<file path="src/rtl/game_turn_ctrl.sv">
// Phase sequencer for the 5x5 battleship game: ship placement, PC placement,
// alternating shot turns with a per-turn countdown, and game over.
module game_turn_ctrl #(
    parameter int CLK_HZ    = 50_000_000,
    parameter int TURN_SECS = 15,
    parameter int MAX_SHIPS = 5
) (
    input  logic       clk,
    input  logic       rst,
    input  logic       start,
    input  logic [2:0] shipQ,
    input  logic       placed,
    output logic       place_en,
    output logic [2:0] place_size,
    output logic       pc_place_en,
    input  logic       pc_place_done,
    input  logic       fire,
    output logic       shot_en,
    output logic       pc_fire_en,
    input  logic       pc_fire_done,
    input  logic       pc_sunk_all,
    input  logic       pl_sunk_all,
    output logic [2:0] state,
    output logic [3:0] turn_secs,
    output logic       win,
    output logic       lose
);

    localparam int TICK_W = (CLK_HZ > 1) ? $clog2(CLK_HZ) : 1;
    localparam logic [TICK_W-1:0] TICK_LAST = TICK_W'(CLK_HZ - 1);
    localparam logic [3:0] SECS_INIT = 4'(TURN_SECS);
    localparam logic [2:0] SHIPS_MAX = 3'(MAX_SHIPS);

    typedef enum logic [2:0] {
        S_IDLE     = 3'd0,
        S_PLACE    = 3'd1,
        S_PC_PLACE = 3'd2,
        S_P_TURN   = 3'd3,
        S_P_CHECK  = 3'd4,
        S_PC_TURN  = 3'd5,
        S_PC_CHECK = 3'd6,
        S_OVER     = 3'd7
    } state_t;

    state_t cur_state;
    state_t nxt_state;

    logic [2:0]        nships;
    logic [2:0]        shipq_clamped;
    logic [TICK_W-1:0] tick;
    logic [3:0]        secs;
    logic              tick_wrap;
    logic              timeout;
    logic              shot;
    logic              last_ship;

    // Handshake: every *_done, placed, fire and start input is a 1-cycle pulse,
    // acted on only in the state that owns it; enables are levels held until the
    // matching done pulse moves the FSM on.
    always_comb begin
        shipq_clamped = shipQ;
        if (shipQ == 3'd0) begin
            shipq_clamped = 3'd1;
        end else if (shipQ > SHIPS_MAX) begin
            shipq_clamped = SHIPS_MAX;
        end
    end

    assign tick_wrap = (cur_state == S_P_TURN) && (tick == TICK_LAST);
    assign timeout   = tick_wrap && (secs == 4'd1);
    // fire and timeout in the same cycle collapse into one shot
    assign shot      = (cur_state == S_P_TURN) && (fire || timeout);
    assign last_ship = (place_size == nships);

    always_ff @(posedge clk or negedge rst) begin
        if (!rst) begin
            cur_state <= S_IDLE;
        end else begin
            cur_state <= nxt_state;
        end
    end

    always_comb begin
        nxt_state = cur_state;
        case (cur_state)
            S_IDLE:     if (start) nxt_state = S_PLACE;
            S_PLACE:    if (placed && last_ship) nxt_state = S_PC_PLACE;
            S_PC_PLACE: if (pc_place_done) nxt_state = S_P_TURN;
            S_P_TURN:   if (shot) nxt_state = S_P_CHECK;
            S_P_CHECK:  nxt_state = pc_sunk_all ? S_OVER : S_PC_TURN;
            S_PC_TURN:  if (pc_fire_done) nxt_state = S_PC_CHECK;
            S_PC_CHECK: nxt_state = pl_sunk_all ? S_OVER : S_P_TURN;
            S_OVER:     if (start) nxt_state = S_IDLE;
            default:    nxt_state = S_IDLE;
        endcase
    end

    always_comb begin
        place_en    = (cur_state == S_PLACE);
        pc_place_en = (cur_state == S_PC_PLACE);
        pc_fire_en  = (cur_state == S_PC_TURN);
        shot_en     = shot;
        state       = cur_state;
        turn_secs   = secs;
    end

    always_ff @(posedge clk or negedge rst) begin
        if (!rst) begin
            nships     <= 3'd0;
            place_size <= 3'd0;
        end else if (cur_state == S_IDLE && start) begin
            nships     <= shipq_clamped;
            place_size <= 3'd1;
        end else if (cur_state == S_PLACE && placed && !last_ship) begin
            place_size <= place_size + 3'd1;
        end
    end

    // The timer reloads on every entry to P_TURN and reads 0 everywhere else.
    always_ff @(posedge clk or negedge rst) begin
        if (!rst) begin
            tick <= '0;
            secs <= 4'd0;
        end else if (nxt_state == S_P_TURN && cur_state != S_P_TURN) begin
            tick <= '0;
            secs <= SECS_INIT;
        end else if (nxt_state == S_P_TURN) begin
            if (tick_wrap) begin
                tick <= '0;
                secs <= secs - 4'd1;
            end else begin
                tick <= tick + TICK_W'(1);
            end
        end else begin
            tick <= '0;
            secs <= 4'd0;
        end
    end

    always_ff @(posedge clk or negedge rst) begin
        if (!rst) begin
            win  <= 1'b0;
            lose <= 1'b0;
        end else if (cur_state == S_OVER && start) begin
            win  <= 1'b0;
            lose <= 1'b0;
        end else if (cur_state == S_P_CHECK && pc_sunk_all) begin
            win <= 1'b1;
        end else if (cur_state == S_PC_CHECK && pl_sunk_all) begin
            lose <= 1'b1;
        end
    end

endmodule
</file>
<file path="config.mk">
export PLATFORM = sky130hd
export DESIGN_NAME = game_turn_ctrl
export DESIGN_NICKNAME = d
export VERILOG_FILES = /design/src/rtl/game_turn_ctrl.sv
export SDC_FILE = /design/constraint.sdc
export NUM_CORES = 1
export LEC_CHECK = 0
export BUFFER_PORTS_ARGS = -buffer_cell sky130_fd_sc_hd__buf_2
export CORE_MARGIN = 3
export CORE_UTILIZATION = 40
export CTS_BUF_LIST = sky130_fd_sc_hd__clkbuf_4 sky130_fd_sc_hd__clkbuf_8
export DETAILED_ROUTE_END_ITERATION = 10
export GPL_TIMING_DRIVEN = 0
export SLEW_MARGIN = 10
export SYNTH_ARGS = -nofsm -noshare
export SYNTH_HDL_FRONTEND = slang
export SYNTH_SLANG_ARGS = --single-unit
</file>
<file path="constraint.sdc">
create_clock -name clk -period 2.2 [get_ports clk]
set_input_delay 0.33 -clock clk [delete_from_list [all_inputs] [get_ports clk]]
set_output_delay 0.33 -clock clk [all_outputs]
set_load 0.01 [all_outputs]
</file>
==> results.md, run 1 <==
- Status: complete, but fails checks
- Failing checks: setup timing
- Crit path max fanout: 2
- Diodes inserted: 0
- Post-DP HPWL: 3120 µm
- Sequential power share: 0.401
- Clk sink count: 41
- Largest net degree at the start of global routing: 42
- IO Count: 28
- Clock transition at path regs: 0.08 ns
- EDFF count, synth: 0
- GR peak layer: met2
- Slew headroom: 0.399
- Final min period: 2.26 ns
- CTS tree: done
- Register bit total from synthesis: 41
- Hold Path Class: input port to asynchronous set/reset pin
- RR Startpoint: tick[11]
- Synth Area in Compound Gates: 0.0721
- Top FF cell, synth: dfrtp_1
- Highest clock rate: 443 MHz
- FFs w/ async S/R, synth: 1.00
- Post-Syn Area per Cell: 9.53 µm²
- Final nets: 295
- H-Tree Depth: 2
- Crit path capture type: output pin
- Crit Path Class: flip-flop to output pin
- Synth area leader: dfrtp_1
- Max-slew violation count: 0
- DR pass1 iterations: 4
- Post-synthesis mux area share: 0.0145
- GPL Wtd Cong: 0.754
- Sequential share of the synthesized area: 0.458
- Peak VDD IR: 0.395 mV
- DIE AREA: 6530 µm²
- GRT Overall Usage: 0.146
- Via density: 5.18
- Leakage: 1.15 nW
- XOR/XNOR Fraction of Synth Area: 0.129
- Buffers on Ports: 27
- Clk pwr share: 0.225
- Sw Share: 0.383
- Clock latency on the worst-skew pair: 0.29 ns
- Total Wirelength: 4500 µm
- Startpoint types: flip-flop
- Maxcap violations: 0
- Clock Tree Root: clkbuf_8
- CTS buffer count: 5
- Die H: 80.8 µm
- Synth Cell Area: 2240 µm²
- Placeable Area: 5270 µm²
- Gate Count Post-Synth: 235
- First-pass GRT wire length: 7520 µm
- Post-Synth Simple-Gate Area: 0.271
- Clk buf depth: 2
- FF-to-FF End: tick[2]
- Grt met3 use: 0.0266
- Initial Util: 0.425
- Adder-cell share of the synthesized area: 0.0224
- DR iter-0 viols: 73
- Layout Skew: 0.00811 ns
- Vias in the first global route: 1661
- Comb power frac: 0.374
- Via count: 1812
- Setup slack, reg-to-reg: 0.10 ns
- Number of synthesis warnings: 0
- Worst-margin pin slew: 0.901 ns
- Grt total ovfl: 0
- Fin util: 0.510
- Combinational family with the most area after synthesis: simple AND/OR/NAND/NOR gates
- Post-synth cell types: 42
- Req. time, crit path: 1.87 ns
- Period Utilization, post-route: 1.03
- Cell-internal power: 1.51 mW
- Yosys top cell area share: 0.458
- Die X: 80.8 µm
- PwrDens: 908 nW/µm²
- Area Overhead vs Synth: 20.1%
- Worst R2R Path Depth: 7
- Final count of negative-setup-slack endpoints: 1
- Final WS setup: -0.0597 ns
- Final hold violation count: 0
- Routing usage on met2: 0.228
- Met1 GRT Util: 0.202
- Sw power: 0.935 mW
- Synth area leaders: dfrtp_1 46%, xor2_1 7.0%, xnor2_1 5.9%
- Share of cells above drive strength 1: 0.239
- Data arrival, critical path: 1.93 ns
- Antenna-violating nets left: 0
- Drt wl/cell: 12.9 µm
- Row cnt: 26
- Initial antenna violation count: 0
- Tot Pwr: 2.44 mW
- Synth Net Count: 251
- DRC errors left: 0
- RSZ-0062 raised after global routing: yes
==> flip-flops by register name (all words and copies together), names as in the netlist <==
| name | flops |
|---|---|
| lose | 1 |
| nships | 3 |
| place_size | 3 |
| state | 3 |
| tick | 26 |
| turn_secs | 4 |
| win | 1 |
==> per-stage QoR <==
| step | area [µm²] | worst slack, ns | setup TNS [ns] | std cells | hold slack [ns] |
|---|---|---|---|---|---|
| final | 2690 | -0.0597 | -0.0597 | 350 | 0.159 |
| after CTS | 2630 | -0.154 | -0.317 | 346 | 0.202 |
| after global placement | 2460 | -0.0699 | -0.0699 | 332 | 0.472 |
| after floorplan | 2240 | 0.211 | 0 | 235 | 0.0344 |
| after detailed placement | 2460 | -0.0613 | -0.0735 | 332 | 0.476 |
| after global routing | 2690 | -0.160 | -0.239 | 350 | 0.241 |
==> worst max path at each step <==
stage                     startpoint         to
after global routing        tick[11]    shot_en
after detailed placement    state[2]  nships[2]
after CTS                    tick[8]    shot_en
after global placement      state[2]  nships[2]
after floorplan              tick[7]    shot_en
final                       tick[11]    shot_en
==> synthesized netlist by cell type, types with 2 or more instances <==
cell type / count
dfrtp_1: 41
and4_1: 3
a21oi_2: 2
nand2b_1: 5
nand3b_1: 2
nor2_2: 2
clkbuf_1: 4
xnor2_1: 15
a31oi_1: 3
inv_1: 11
nand4_1: 8
nand2_1: 20
nor3b_1: 3
xor2_1: 18
mux2_2: 2
and3_1: 2
nor2_1: 30
ha_1: 4
o21ai_0: 3
nand3_1: 11
nor3_1: 15
a21oi_1: 8
nor4_1: 3
nand3_2: 2
==> cells by family (layout without fill, tap and decap cells) <==
group                      count (synthesis)  count (layout)
DFF                                       41              41
muxes                                      3               3
xor gates and xnor gates                  33              33
and+or+nand+nor                          113             113
AOI/OAI and AO/OA                         24              24
adders and majority gates                  4               4
buffers and inverters                     17              62
==> power groups by stage <==
stage | logic [mW] | clock network, mW | registers (mW)
2_1_floorplan | 0.580 | 0 | 1.01
3_3_place_gp | 0.868 | 0 | 0.993
3_5_place_dp | 0.877 | 0 | 0.995
4_1_cts | 0.905 | 0.555 | 0.979
5_1_grt | 1.03 | 0.585 | 1.00
6_report | 0.914 | 0.549 | 0.979
==> placed cells by master, fill, tap and decap left out, types with 2 or more instances in the layout <==
cell and n:
nor2_2 2, nand3b_1 2, nor4_1 2, xor2_1 18, a21oi_1 7, mux2_2 2, a31oi_1 3, a21oi_2 2
clkbuf_1 3, nor3_1 14, nand3_1 11, clkbuf_8 7, nand2_1 20, nor3b_1 3, inv_1 11, and4_1 3
and3_1 2, nand3_2 2, nand4_1 8, xnor2_1 15, buf_4 10, ha_1 3, dfrtp_1 40, nor2_1 30
buf_2 28, o21ai_0 3, nand2b_1 5
==> timing repair <==
item                                    in CTS  in global routing
hold endpoints to repair                     0                  0
buffers inserted                             6                  5
resized for setup                            4                  7
endpoints found under the setup margin       2                 24
pin swaps                                    5                  4
hold buffers                                 0                  0
==> layer usage <==
metal	vias to the layer above	wire length (µm)
li1	908	-
met1	872	2160
met2	28	2150
met3	4	146
met4	0	42
met5	-	0
==> worst max-delay path: stages, from the launching register on <==
cell,delay [ns]
dfrtp_1,0.40
or4b_4,0.57
nor3_4,0.20
nand4_1,0.15
a21oi_2,0.18
buf_2,0.15
==> area by class of cell <==
class                      count  area [µm²]
clock inverter                 1        5.00
inverter                      11        41.3
timing repair buffer          37         210
buffer                         6        32.5
sequential                    41        1030
tap                           70        87.6
clock buffer                   7        96.3
fill                         526        2580
multi-input combinational    177        1190
(Power assumes the default switching activity.)
==> run 2: changes to the inputs <==
==> constraint.sdc (replaced) <==
create_clock -name clk -period 2.2 [get_ports clk]
set_input_delay 0.55 -clock clk [delete_from_list [all_inputs] [get_ports clk]]
set_output_delay 0.55 -clock clk [all_outputs]
set_load 0.01 [all_outputs]
==> results.md, run 2 (synthesis gave the netlist of run 1 again) <==
- Crit path max fanout: 2
- GPL Wtd Cong: 0.745
- Antenna-violating nets left: 0
- H-Tree Depth: 2
- Total Wirelength: 4650 µm
- DR iter-0 viols: 56
- Clk sink count: 41
- Post-DP HPWL: 3150 µm
- Die H: 80.8 µm
- Maxcap violations: 0
- Row cnt: 26
- Slew headroom: 0.369
- Period Utilization, post-route: 1.10
- Sw Share: 0.371
- Leakage: 1.14 nW
- First-pass GRT wire length: 7730 µm
- CTS buffer count: 5
- CTS tree: done
- Final hold violation count: 0
- Final nets: 298
- Hold Path Class: input port to asynchronous set/reset pin
- Final min period: 2.42 ns
- Initial antenna violation count: 0
- Max incr delay on CP: 0.55 ns
- Top reg by flops: tick
- Cell-internal power: 1.58 mW
- RSZ-0062 raised after global routing: yes
- Failing checks: setup timing
- Comb power frac: 0.378
- Leading cell type in the layout, fill and taps excluded: dfrtp_1
- Grt total ovfl: 0
- Initial Util: 0.425
- Die X: 80.8 µm
- Status: complete, but fails checks
- Clock latency on the worst-skew pair: 0.29 ns
- Vias in the first global route: 1639
- Clock Tree Root: clkbuf_8
- Dpl cell area: 2460 µm²
- Placeable Area: 5270 µm²
- PwrDens: 923 nW/µm²
- Via count: 1755
- Crit Path Class: flip-flop to output pin
- Total Neg Setup Slack: -0.224 ns
- Final count of negative-setup-slack endpoints: 1
- Final WS setup: -0.224 ns
- Buffers on Ports: 27
- Diodes inserted: 0
- Setup slack, reg-to-reg: 0.12 ns
- Req. time, crit path: 1.65 ns
- Clock transition at path regs: 0.08 ns
- Clk pwr share: 0.233
- Data arrival, critical path: 1.87 ns
- Largest net degree at the start of global routing: 42
- Share of cells above drive strength 1: 0.255
- IO Count: 28
- Largest register FFs: 26
- Sequential power share: 0.390
- Area Overhead vs Synth: 21.9%
- Max-slew violation count: 0
- Drt wl/cell: 13.2 µm
- Via density: 4.99
- Slowest CP cell: or4_4
- DIE AREA: 6530 µm²
- Peak VDD IR: 0.339 mV
- Worst-margin pin slew: 0.946 ns
- Highest clock rate: 413 MHz
- Most frequent cells in the layout: 40 x dfrtp_1, 30 x nor2_1, 28 x buf_2
- Crit path cell chain: or4_4 > nor4_4 > nand4_1 > a21oi_2 > buf_2
- Layout Skew: 0.00745 ns
- DRC errors left: 0
- Clk buf depth: 2
- Sw power: 0.934 mW
- GRT Overall Usage: 0.151
- Design area: 2730 µm²
- DR pass1 iterations: 4
- Crit path capture type: output pin
- Startpoint types: flip-flop
- Hold Buf Count CTS: 0
==> run 2: cell types whose count changed in the layout (fill, tap and decap cells not counted), moves of 2 or more <==
| cell | change |
|---|---|
| clkbuf_8 | -2 |
| nor3_2 | +2 |
| nor4_1 | -2 |
| buf_4 | +2 |
| nor4_2 | +2 |
==> run 2: path summary, 6_finish.rpt <==
check	depth (start not counted)	startpoint	endpoint
max	5	tick[8]	shot_en
max reg2reg	7	tick[8]	tick[21]
min	1	rst	tick[14]
min in group clk	3	placed	state[1]
min reg2reg	2	win	win
max in group asynchronous	1	rst	tick[16]
==> run 2: through the flow <==
step	worst slack, ns	util	hold WS [ns]	power [mW]	instances
2_1_floorplan	0.0175	-	0.254	1.59	235
3_3_place_gp	-0.202	0.468	0.472	1.87	332
3_5_place_dp	-0.236	0.468	0.481	1.88	332
4_1_cts	-0.365	0.502	0.433	2.50	345
5_1_grt	-0.349	0.518	0.479	2.71	352
6_report	-0.224	0.518	0.399	2.52	352
==> run 2: power groups by stage <==
stage | registers [mW] | clock network [mW] | logic [mW]
final | 0.981 | 0.587 | 0.951
after global routing | 1.00 | 0.633 | 1.08
after CTS | 0.985 | 0.606 | 0.912
after detailed placement | 0.998 | 0 | 0.877
after global placement | 0.993 | 0 | 0.873
after floorplan | 1.01 | 0 | 0.582
==> run 2: timing repair <==
item,4_1_cts,5_1_grt
pin swaps,6,6
gates resized for setup,6,8
setup endpoints to repair,11,33
buffers inserted,7,8
==> run 2: cell type report <==
class | count | area, µm²
buffer | 6 | 32.5
clock buffer | 5 | 68.8
clock inverter | 2 | 35.0
fill | 507 | 2540
inverter | 11 | 41.3
multi-input combinational | 177 | 1200
sequential | 41 | 1030
tap | 70 | 87.6
timing repair buffer | 40 | 236
==> run 2: critical path, delay by kind of cell, from the launching register on <==
| kind | cells | cell delay, ns |
|---|---|---|
| buffers and inverters | 1 | 0.15 |
| AND/OR/NAND/NOR | 3 | 0.90 |
| AO/OA/AOI/OAI | 1 | 0.16 |
| flip-flops | 1 | 0.39 |
==> run 2: metal layers <==
metal	GRT usage	share of wire	wire length (µm)	up-vias
met1	0.209	0.48	2250	825
met3	0.0277	0.026	120	6
met5	0	0	0	-
met4	0.0608	0.016	76	0
met2	0.234	0.47	2200	18
li1	-	-	-	906
==> run 3: changes to the inputs <==
==> constraint.sdc (replaced) <==
create_clock -name clk -period 2.2 [get_ports clk]
set_input_delay 0.55 -clock clk [delete_from_list [all_inputs] [get_ports clk]]
set_output_delay 0.55 -clock clk [all_outputs]
set_load 0.005 [all_outputs]
==> results.md, run 3 (synthesis gave the netlist of run 1 again) <==
- Worst-margin pin slew: 0.908 ns
- GPL Wtd Cong: 0.754
- Grt total ovfl: 0
- Initial antenna violation count: 0
- Final nets: 296
- DRC errors left: 0
- Final min period: 2.46 ns
- Hold Buf Count CTS: 0
- IO Count: 28
- Highest clock rate: 406 MHz
- Hold Path Class: input port to asynchronous set/reset pin
- Row cnt: 26
- Req. time, crit path: 1.65 ns
- Antenna-violating nets left: 0
- Clk sink count: 41
- Pre-CTS setup slack: -0.214 ns
- Diodes inserted: 0
- PwrDens: 887 nW/µm²
- Register area: 1030 µm²
- Final WS setup: -0.262 ns
- Clock Tree Root: clkbuf_8
- First-pass GRT wire length: 7540 µm
- Crit Path Class: flip-flop to output pin
- Status: complete, but fails checks
- Via count: 1790
- Multi-input logic area: 1190 µm²
- Slew headroom: 0.395
- CTS buffer count: 5
- Hold WS: 0.382 ns
- Fillers: 522
- Largest net degree at the start of global routing: 42
- Peak VDD IR: 0.389 mV
- Leakage: 1.16 nW
- Clock transition at path regs: 0.08 ns
- Final count of negative-setup-slack endpoints: 1
- Period Utilization, post-route: 1.12
- Post-DP HPWL: 3120 µm
- Via density: 5.10
- DIE AREA: 6530 µm²
- Placeable Area: 5270 µm²
- Share of cells above drive strength 1: 0.246
- Initial Util: 0.425
- Largest register FFs: 26
- RSZ-0062 raised after global routing: yes
- Vias in the first global route: 1676
- DR iter-0 viols: 60
- Die H: 80.8 µm
- Top reg by flops: tick
- CTS tree: done
- Placed cells: 332
- Failing checks: setup timing
- Buffers on Ports: 27
- H-Tree Depth: 2
- Crit path capture type: output pin
- Post-Layout Cell Count: 351
- Max-slew violation count: 0
- Final hold violation count: 0
- Crit path max fanout: 2
- Layout Skew: 0.00790 ns
- Clk buf depth: 2
- Total Wirelength: 4470 µm
- Data arrival, critical path: 1.91 ns
- Maxcap violations: 0
- Startpoint types: flip-flop
- DR pass1 iterations: 4
- Area Overhead vs Synth: 21.0%
- GRT Overall Usage: 0.146
- Die X: 80.8 µm
- Most frequent cells in the layout: 40 x dfrtp_1, 30 x nor2_1, 28 x buf_2
- Total Neg Setup Slack: -0.262 ns
- Leading cell type in the layout, fill and taps excluded: dfrtp_1
- Drt wl/cell: 12.7 µm
- Fin util: 0.514
- Clock latency on the worst-skew pair: 0.29 ns
-- run 3: cell count changes in the layout (fill, tap and decap cells not counted), sizes merged --
cell | previous run | this run
buf | 42 | 40
clkbuf | 9 | 11
bufinv | 1 | 0
-- run 3: routing by layer --
layer  GRT usage  vias up  share of wire
li1            -      908              -
met1       0.202      855           0.49
met2       0.230       23           0.47
met3      0.0266        4          0.027
met4      0.0507        0          0.010
met5           0        -              0
-- run 3: timing repair --
item	CTS	global route
buffers inserted	7	4
resized for setup	7	7
pin swaps	8	4
setup endpoints to repair	3	25
-- run 3: critical path, stage by stage, from the launching register on --
cell and delay (ns):
dfrtp_1 0.40, or4b_4 0.57, nor3_4 0.20, nand4_1 0.15
a21oi_2 0.18, buf_2 0.13
-- run 3: power breakdown --
| group | internal, mW | switching (mW) | total (mW) |
|---|---|---|---|
| sequential | 0.866 | 0.115 | 0.980 |
| clock | 0.284 | 0.263 | 0.547 |
| combinational | 0.359 | 0.517 | 0.876 |
| total | 1.51 | 0.894 | 2.40 |
-- run 3: final timing paths --
| path | startpoint | to | slack, ns | cells past startpoint |
|---|---|---|---|---|
| min in group clk | tick[0] | tick[0] | 0.49 | 1 |
| min | rst | tick[0] | 0.38 | 1 |
| max in group asynchronous | rst | tick[16] | 1.19 | 1 |
| min reg2reg | tick[0] | tick[0] | 0.49 | 1 |
| max | tick[11] | shot_en | -0.26 | 5 |
| max reg2reg | tick[11] | tick[2] | 0.01 | 8 |
-- run 3: cell type report --
type | count | area share
Clock buffer | 7 | 0.0356
Inverter | 11 | 0.0152
Buffer | 6 | 0.0120
Multi-Input combinational cell | 177 | 0.441
Tap cell | 70 | 0.0323
Timing Repair Buffer | 38 | 0.0831
Clock inverter | 1 | 0.00185
Sequential cell | 41 | 0.379
-- run 3: through the flow --
step           total power, mW  instance area [µm²]
2_1_floorplan             1.55                 2240
3_3_place_gp              1.82                 2460
3_5_place_dp              1.83                 2460
4_1_cts                   2.40                 2650
5_1_grt                   2.58                 2710
6_report                  2.40                 2710
